## src/rtl/gpr_snapshot_fifo.sv

```systemverilog
// Architectural-register snapshot FIFO between commit and the register checker.
// Captures GPRs, PC, changed mask and sequence number per retired instruction.
module gpr_snapshot_fifo #(
  parameter int NUM_GPRS  = 16,
  parameter int XLEN      = 32,
  parameter int DEPTH     = 4,
  parameter int DIFF_MODE = 0
) (
  input  logic                     clk,
  input  logic                     reset,
  input  logic                     commit_valid,
  input  logic [XLEN-1:0]          commit_pc,
  input  logic [NUM_GPRS*XLEN-1:0] gprs,
  output logic                     out_valid,
  input  logic                     out_ready,
  output logic [32*XLEN-1:0]       out_gprs,
  output logic [XLEN-1:0]          out_pc,
  output logic [31:0]              out_mask,
  output logic [31:0]              out_seq,
  output logic [$clog2(DEPTH):0]   count,
  output logic [15:0]              overflow_cnt
);

  localparam int AW = $clog2(DEPTH);
  localparam int PW = AW + 1;

  logic [PW-1:0]            wr_q, wr_d;
  logic [PW-1:0]            rd_q, rd_d;
  logic [NUM_GPRS*XLEN-1:0] shadow_q;
  logic [31:0]              seq_q;
  logic [15:0]              ovf_q;

  logic [32*XLEN-1:0] gprs_mem [DEPTH];
  logic [XLEN-1:0]    pc_mem   [DEPTH];
  logic [31:0]        mask_mem [DEPTH];
  logic [31:0]        seq_mem  [DEPTH];

  logic [31:0]        mask;
  logic [32*XLEN-1:0] gprs_pad;
  logic               full;
  logic               empty;
  logic               pop;
  logic               enq;
  logic               push;
  logic               drop;

  for (genvar i = 0; i < 32; i++) begin : g_mask
    if (i < NUM_GPRS) begin : g_live
      assign mask[i] =
        gprs[XLEN*i +: XLEN] != shadow_q[XLEN*i +: XLEN];
    end else begin : g_pad
      assign mask[i] = 1'b0;
    end
  end

  always_comb begin
    gprs_pad = '0;
    gprs_pad[NUM_GPRS*XLEN-1:0] = gprs;
  end

  assign empty = (wr_q == rd_q);
  assign full  = (wr_q[AW] != rd_q[AW]) &&
                 (wr_q[AW-1:0] == rd_q[AW-1:0]);

  assign pop  = !empty && out_ready;
  assign enq  = commit_valid && ((DIFF_MODE == 0) || (mask != '0));
  // A pop frees the slot in the same cycle, so a full FIFO can still accept.
  assign push = enq && (!full || pop);
  assign drop = enq && full && !pop;

  assign wr_d = push ? wr_q + PW'(1) : wr_q;
  assign rd_d = pop  ? rd_q + PW'(1) : rd_q;

  always_ff @(posedge clk) begin
    if (reset) begin
      wr_q     <= '0;
      rd_q     <= '0;
      shadow_q <= '0;
      seq_q    <= '0;
      ovf_q    <= '0;
    end else begin
      wr_q <= wr_d;
      rd_q <= rd_d;
      if (push)
        shadow_q <= gprs;
      if (commit_valid)
        seq_q <= seq_q + 32'd1;
      if (drop && (ovf_q != 16'hFFFF))
        ovf_q <= ovf_q + 16'd1;
    end
  end

  always_ff @(posedge clk) begin
    if (push && !reset) begin
      gprs_mem[wr_q[AW-1:0]] <= gprs_pad;
      pc_mem[wr_q[AW-1:0]]   <= commit_pc;
      mask_mem[wr_q[AW-1:0]] <= mask;
      seq_mem[wr_q[AW-1:0]]  <= seq_q;
    end
  end

  assign out_valid    = !empty;
  assign out_gprs     = gprs_mem[rd_q[AW-1:0]];
  assign out_pc       = pc_mem[rd_q[AW-1:0]];
  assign out_mask     = mask_mem[rd_q[AW-1:0]];
  assign out_seq      = seq_mem[rd_q[AW-1:0]];
  assign count        = wr_q - rd_q;
  assign overflow_cnt = ovf_q;

endmodule

```

## config.mk

```make
export PLATFORM = sky130hd
export DESIGN_NAME = gpr_snapshot_fifo
export DESIGN_NICKNAME = d
export VERILOG_FILES = /design/src/rtl/gpr_snapshot_fifo.sv
export SDC_FILE = /design/constraint.sdc
export NUM_CORES = 2
export LEC_CHECK = 0
export BUFFER_PORTS_ARGS = -buffer_cell sky130_fd_sc_hd__buf_2
export CAP_MARGIN = 40
export CORE_AREA = 5 5 646 648
export CTS_BUF_LIST = sky130_fd_sc_hd__clkbuf_2 sky130_fd_sc_hd__clkbuf_4 sky130_fd_sc_hd__clkbuf_8
export CTS_CLUSTER_DIAMETER = 100
export DETAILED_ROUTE_END_ITERATION = 16
export DIE_AREA = 0 0 651 653
export RECOVER_POWER = 100
export SYNTH_ARGS = -nofsm -noshare
export SYNTH_HDL_FRONTEND = slang
export SYNTH_MEMORY_MAX_BITS = 65536
export SYNTH_SLANG_ARGS = --single-unit
export TNS_END_PERCENT = 10
```

## constraint.sdc

```tcl
create_clock -name clk -period 33.2 [get_ports clk]
set_input_delay 1.66 -clock clk [delete_from_list [all_inputs] [get_ports clk]]
set_output_delay 1.66 -clock clk [all_outputs]
set_load 0.03 [all_outputs]
```

Yosys cells after proc, flatten, opt, wreduce, memory -nomap -nowiden
Memories as Yosys holds them, arrays and structs flattened. A register that Yosys moved wholly into a read port is not among the register bits.
Cells that the tools add are included.
Word-level totals
  register bits after elaboration: 566
  input port bits: 548
  output and inout bits: 1140
  bits in latches: 0
  bits in read-only memories: 0
  memory bits (writable): 2368
  memories: 4
Cells by class
  divide/modulo/power cells: 0
  muxes and demuxes: 10
  shift operators: 0
  multipliers: 0
  $lt $le $gt $ge: 0
  reduce and logical (&&, ||, !) cells: 12
  equality and inequality tests: 20
  $add $sub $neg: 5
  bitwise operators: 0
Memories
  gprs_mem: words 4, bits a word 512, rd ports 1, clocked after memory_dff 1, wr ports 1, line 33  | logic [32*XLEN-1:0] gprs_mem [DEPTH];
  pc_mem: words 4, bits a word 32, rd ports 1, clocked after memory_dff 1, wr ports 1, line 34  | logic [XLEN-1:0] pc_mem [DEPTH];
  seq_mem: words 4, bits a word 32, rd ports 1, clocked after memory_dff 1, wr ports 1, line 36  | logic [31:0] seq_mem [DEPTH];
  mask_mem: words 4, bits a word 16, rd ports 1, clocked after memory_dff 1, wr ports 1, line 35  | logic [31:0] mask_mem [DEPTH];
Operator list (count)
  32-bit inequality test: 16
  32-bit by 1-bit adder with 32-bit output (second input constant): 1
  16-bit by 1-bit adder with 16-bit output (second input constant): 1
  2-bit 2-to-1 mux: 8
  16-bit inequality test (second input constant): 1
  1-bit logical AND: 7
  3-bit by 1-bit adder with 3-bit output (second input constant): 2
  1-bit zero test: 4
  3-bit == test: 1
  3-bit subtractor: 1
  2-bit == test: 1
  1-bit 2-to-1 mux: 2
  1-bit logical OR: 1
  1-bit inequality test: 1

Depth between registers and ports, before layout
  depth in word-level cells: 8
  depth in mapped cells: 10

Worst setup path before layout
No wires, ideal clock.
  kind: input to register
  from: input commit_valid
  to: memory gprs_mem[0][0] (netlist name), enable pin
  path slack: 16.358 ns
  data required time: 32.161 ns
  arrival: 15.802 ns
  cell stages on the path: 5
  setup time: 1.039 ns
  buffers on the path: 3
  cell sequence: buf_2 > o31a_1 > clkbuf_1 > buf_2 > and3_1
Between the ends
  word-level cells in the longest chain between the ends: 4
Ends and longest elaborated chain
  start, declared: line 11  | input logic commit_valid,
  1-bit logical AND: line 68  | assign push = enq && (!full || pop);
  1-bit logical AND: line 94  | if (push && !reset) begin
  1-bit 2-to-1 mux: line 94
  1-bit 2-to-1 mux (not written as such): line 95  | gprs_mem[wr_q[AW-1:0]] <= gprs_pad;
  end, declared: line 33
No other way between the ends.

Worst setup path after layout
  from: input reset
  to: memory gprs_mem[2][342] (netlist name), enable pin
Between the ends
  word-level cells in the longest chain between the ends: 4
Ends and longest elaborated chain
  start, declared: line 10  | input logic reset,
  1-bit zero test: line 94
  1-bit logical AND: line 94
  1-bit 2-to-1 mux: line 94
  1-bit 2-to-1 mux (not written as such): line 95
No other way between the ends.

==> results.txt <==
----------------------------------------------------
[Synthesis]
  Seq cells post-synth ... 2936
  Yosys synthesis warning count ... 0
  Synthesized area ... 115000 sq um
  Average cell area after synthesis ... 16.7 sq um
  Post-synthesis cell count ... 6857
  Number of distinct standard cells referenced by the synthesized netlist ... 40
  Register area share after synthesis ... 0.719

[Pwr]
  Maximum vdd drop ... 48.8 uV
  Tot Pwr ... 8.87 mW
  Pwr dens ... 66.6 nW/um^2
  Leakage power total ... 41.7 nW

[Clock network]
  Maximum clock insertion buffer count ... 4
  Clock latency on the worst-skew pair ... 1.14 ns
  Count of H-tree levels built during CTS ... 5
  CTS Root Cell ... sky130_fd_sc_hd__clkbuf_8
  Clock buffers created by TritonCTS ... 477
  CTS tree ... built
  Clock Pin Slew Worst Setup and Hold Paths ... 0.06 ns
  Number of buffers inserted to repair setup after CTS ... 0
  Clk sinks ... 2936
  Hold Buf Count CTS ... 0
  Post-cts gate resize count ... 0

[Routing]
  DRC violation count after routing ... 0
  First-pass iteration count of the detailed router ... 6
  Drt initial violations ... 4752
  Via/cell ratio ... 4.46
  Count of nets left with antenna violations after detail routing ... 0
  Routed vias ... 63400
  Final Routed Wirelength ... 323 mm
  Average wire per standard cell ... 22.7 um

[Floorplan]
  Initial standard-cell utilization of the core ... 0.279
  Core region area ... 411000 sq um
  Cell row count ... 236
  Die footprint ... 425000 sq um
  Top-level I/O count ... 1688
  Height of the chip ... 653 um
  Die outline width ... 651 um

[Global route]
  Aggregate global-route resource usage ... 0.144
  Vias in the first global route ... 64700
  Largest net degree at the start of global routing ... 137
  Global route overflow ... 0
  Global-route wire length before repair ... 457 mm
  Initial antenna violation count ... 97

[STA]
  Worst slew pin tran ... 9.13 ns
  Maximum clock skew at final layout ... 0.0642 ns
  RSZ-0062 raised after global routing ... false
  Count of pins over their slew limit ... 3497
  Fraction of the cycle the final worst path needs ... 0.585
  Max-Slew Margin vs Limit ... -5.09
  Top achievable clock speed ... 51.4 MHz
  Post-route setup TNS ... 0 ns
  Post-layout worst setup margin ... 13.76 ns
  Hold slack ... 0.465 ns
  Number of failing setup endpoints in the final timing report ... 0
  Crit path time final ... 19.44 ns
  Final hold vios ... 0

[Worst setup path]
  Worst flop-to-flop path endpoint ... gprs_mem[2][342]
  WP data arrival ... 20.08 ns
  Launch point of the worst reg-to-reg path ... wr_q[0]
  Delay contributed by the slowest stage of the critical path ... 5.81 ns
  Buffer and inverter count on the worst path ... 8
  Library cell contributing the largest single delay on the critical path ... sky130_fd_sc_hd__clkbuf_1
  Startpoint kind of the worst setup timing path ... primary input
  Critical path class ... primary input to register
  Crit-path leading delay family ... buffers and inverters
  Highest fanout seen on the critical path ... 131
  Worst-case reg-to-reg path depth ... 11
  Reg2Reg Setup Slack ... 14.82 ns
  Worst setup EP type ... register
  Crit-path cells ... clkbuf_1, inv_1, and3_1, clkbuf_1, clkbuf_1, clkbuf_1, clkbuf_1, clkbuf_1, clkbuf_1
  Cell with the most instances on the worst path ... sky130_fd_sc_hd__clkbuf_1
  Critical path required time ... 33.85 ns

[Worst hold path]
  Start point of the worst min-delay path ... shadow_q[386]
  Hold depth ... 2
  Endpoint of the worst hold path ... shadow_q[386]
  Class of the worst hold path ... register to register

[Final layout]
  NumNets Final ... 8847
  Fraction of final layout cells with drive strength greater than 1 ... 0.164
  Area delta synth->final ... 16.1%
  Footprint of the flip-flops and latches ... 82500 sq um
  Non-filler cells in the finished layout ... 14200
  Area used by multi-input combinational logic ... 28900 sq um
  Fillcell total ... 40300
  Commonest non-fill, non-tap cell in the layout ... sky130_fd_sc_hd__edfxtp_1
  Commonest cells after routing, fill and taps aside ... sky130_fd_sc_hd__edfxtp_1, sky130_fd_sc_hd__clkbuf_1, sky130_fd_sc_hd__nand2_1

[Placed design]
  Number of buffers inserted by port buffering ... 1159
  Post-Place Worst Slack ... 25.73 ns
  Dpl cells ... 13300
  HPWL after detailed placement ... 224 mm
  Gpl congestion ... 0.797

[Run status]
  Violated checks ... max-capacitance violations, max-slew violations
  Result of the run ... finished with violations

[Run]
  Max-cap violations ... 68

----------------------------------------------------
-- per-stage QoR --
step / cell area (sq um) / util
after floorplan: 117000 / -
final: 133000 / 0.324
after global routing: 133000 / 0.324
after CTS: 135000 / 0.329
after detailed placement: 126000 / 0.305
after global placement: 125000 / 0.303
-- logic make-up (layout without fill, tap and decap cells) --
| logic type | after synthesis | after routing | synth area share |
|---|---|---|---|
| compound gates | 592 | 592 | 0.0266 |
| mux | 597 | 597 | 0.117 |
| other cells | 1 | 581 | 0.0000327 |
| flops | 2936 | 2936 | 0.719 |
| buf+inv | 860 | 2175 | 0.0469 |
| xor+xnor | 528 | 528 | 0.0403 |
| fa+ha+maj | 10 | 10 | 0.00116 |
| simple gates | 1333 | 1333 | 0.0493 |
-- report_power, final --
part           total, mW  switching (mW)  internal, mW
Clock               3.17            1.47          1.70
Combinational       1.55            1.07         0.483
Sequential          4.15          0.0490          4.10
Total               8.87            2.59          6.28
-- layout make-up --
cell class / count / share of cell area
multi-input cells: 3588 / 0.217
clock buffers: 680 / 0.0621
repair buffers: 1273 / 0.0382
inverters: 13 / 0.000366
diodes: 53 / 0.000996
clock inverters: 209 / 0.0112
well taps: 5474 / 0.0514
flip-flops and latches: 2936 / 0.619
-- tightest hold or removal path, stage by stage (launching register included) --
cell and delay, ns:
sky130_fd_sc_hd__dfxtp_1 0.31, sky130_fd_sc_hd__nand2_1 0.05, sky130_fd_sc_hd__a21oi_1 0.05
-- registers in the layout, summed over array words and instances (netlist names), named ones only --
signal / flops
wr_q: 3
rd_q: 3
overflow_cnt: 16
seq_q: 32
mask_mem: 64
pc_mem: 128
shadow_q: 512
seq_mem: 128
gprs_mem: 2048
-- worst max path at each step --
stage	startpoint	to	slack [ns]	cells after the start
after floorplan	commit_valid	gprs_mem[0][0]	16.36	5
after global placement	commit_valid	gprs_mem[1][342]	24.67	8
after detailed placement	register	out_gprs[139]	25.73	7
after CTS	register	out_gprs[139]	24.43	7
after global routing	register	out_gprs[147]	12.39	7
final	reset	gprs_mem[2][342]	13.76	9
-- cell usage after synthesis --
| library cell | count | area (sq um) |
|---|---|---|
| sky130_fd_sc_hd__or3_1 | 13 | 81.3 |
| sky130_fd_sc_hd__nand2_1 | 1063 | 3990 |
| sky130_fd_sc_hd__mux2_2 | 2 | 22.5 |
| sky130_fd_sc_hd__nand4_1 | 141 | 882 |
| sky130_fd_sc_hd__o21a_1 | 2 | 15.0 |
| sky130_fd_sc_hd__buf_1 | 25 | 93.8 |
| sky130_fd_sc_hd__nor2_1 | 21 | 78.8 |
| sky130_fd_sc_hd__buf_4 | 528 | 3960 |
| sky130_fd_sc_hd__a311oi_1 | 1 | 8.76 |
| sky130_fd_sc_hd__and4_1 | 5 | 43.8 |
| sky130_fd_sc_hd__ha_1 | 9 | 113 |
| sky130_fd_sc_hd__o311ai_0 | 1 | 8.76 |
| sky130_fd_sc_hd__o31a_1 | 3 | 26.3 |
| sky130_fd_sc_hd__nor3_1 | 1 | 5.00 |
| sky130_fd_sc_hd__edfxtp_1 | 2368 | 71100 |
| sky130_fd_sc_hd__o21ai_0 | 15 | 75.1 |
| sky130_fd_sc_hd__nor2b_1 | 3 | 18.8 |
| sky130_fd_sc_hd__mux2i_1 | 3 | 30.0 |
| sky130_fd_sc_hd__and2_1 | 3 | 18.8 |
| sky130_fd_sc_hd__inv_1 | 13 | 48.8 |
| sky130_fd_sc_hd__nor4_1 | 36 | 225 |
| sky130_fd_sc_hd__and3_1 | 12 | 75.1 |
| sky130_fd_sc_hd__xor2_1 | 8 | 70.1 |
| sky130_fd_sc_hd__xnor2_1 | 520 | 4550 |
| sky130_fd_sc_hd__conb_1 | 1 | 3.75 |
| sky130_fd_sc_hd__mux4_2 | 592 | 13300 |
| sky130_fd_sc_hd__nand3_1 | 13 | 65.1 |
| sky130_fd_sc_hd__clkbuf_1 | 160 | 601 |
| sky130_fd_sc_hd__o31ai_1 | 20 | 150 |
| sky130_fd_sc_hd__fa_1 | 1 | 20.0 |
| sky130_fd_sc_hd__a21oi_1 | 544 | 2720 |
| sky130_fd_sc_hd__o41ai_1 | 1 | 8.76 |
| sky130_fd_sc_hd__dfxtp_1 | 568 | 11400 |
| sky130_fd_sc_hd__or4_1 | 20 | 150 |
| sky130_fd_sc_hd__and4b_1 | 1 | 10.0 |
| sky130_fd_sc_hd__a31oi_1 | 2 | 12.5 |
| sky130_fd_sc_hd__buf_2 | 134 | 671 |
| sky130_fd_sc_hd__or4b_1 | 1 | 10.0 |
| sky130_fd_sc_hd__o211ai_1 | 2 | 15.0 |
| sky130_fd_sc_hd__a211oi_1 | 1 | 7.51 |
-- metal layers --
layer  part of all wire  vias to the layer above  track usage
met4              0.038                       44       0.0560
met5            0.00098                        -            0
met1               0.37                    32500        0.167
met3              0.066                      581       0.0329
met2               0.52                     2336        0.259
li1                   -                    27900            -
No activity file was read; power rests on OpenSTA's default activity.
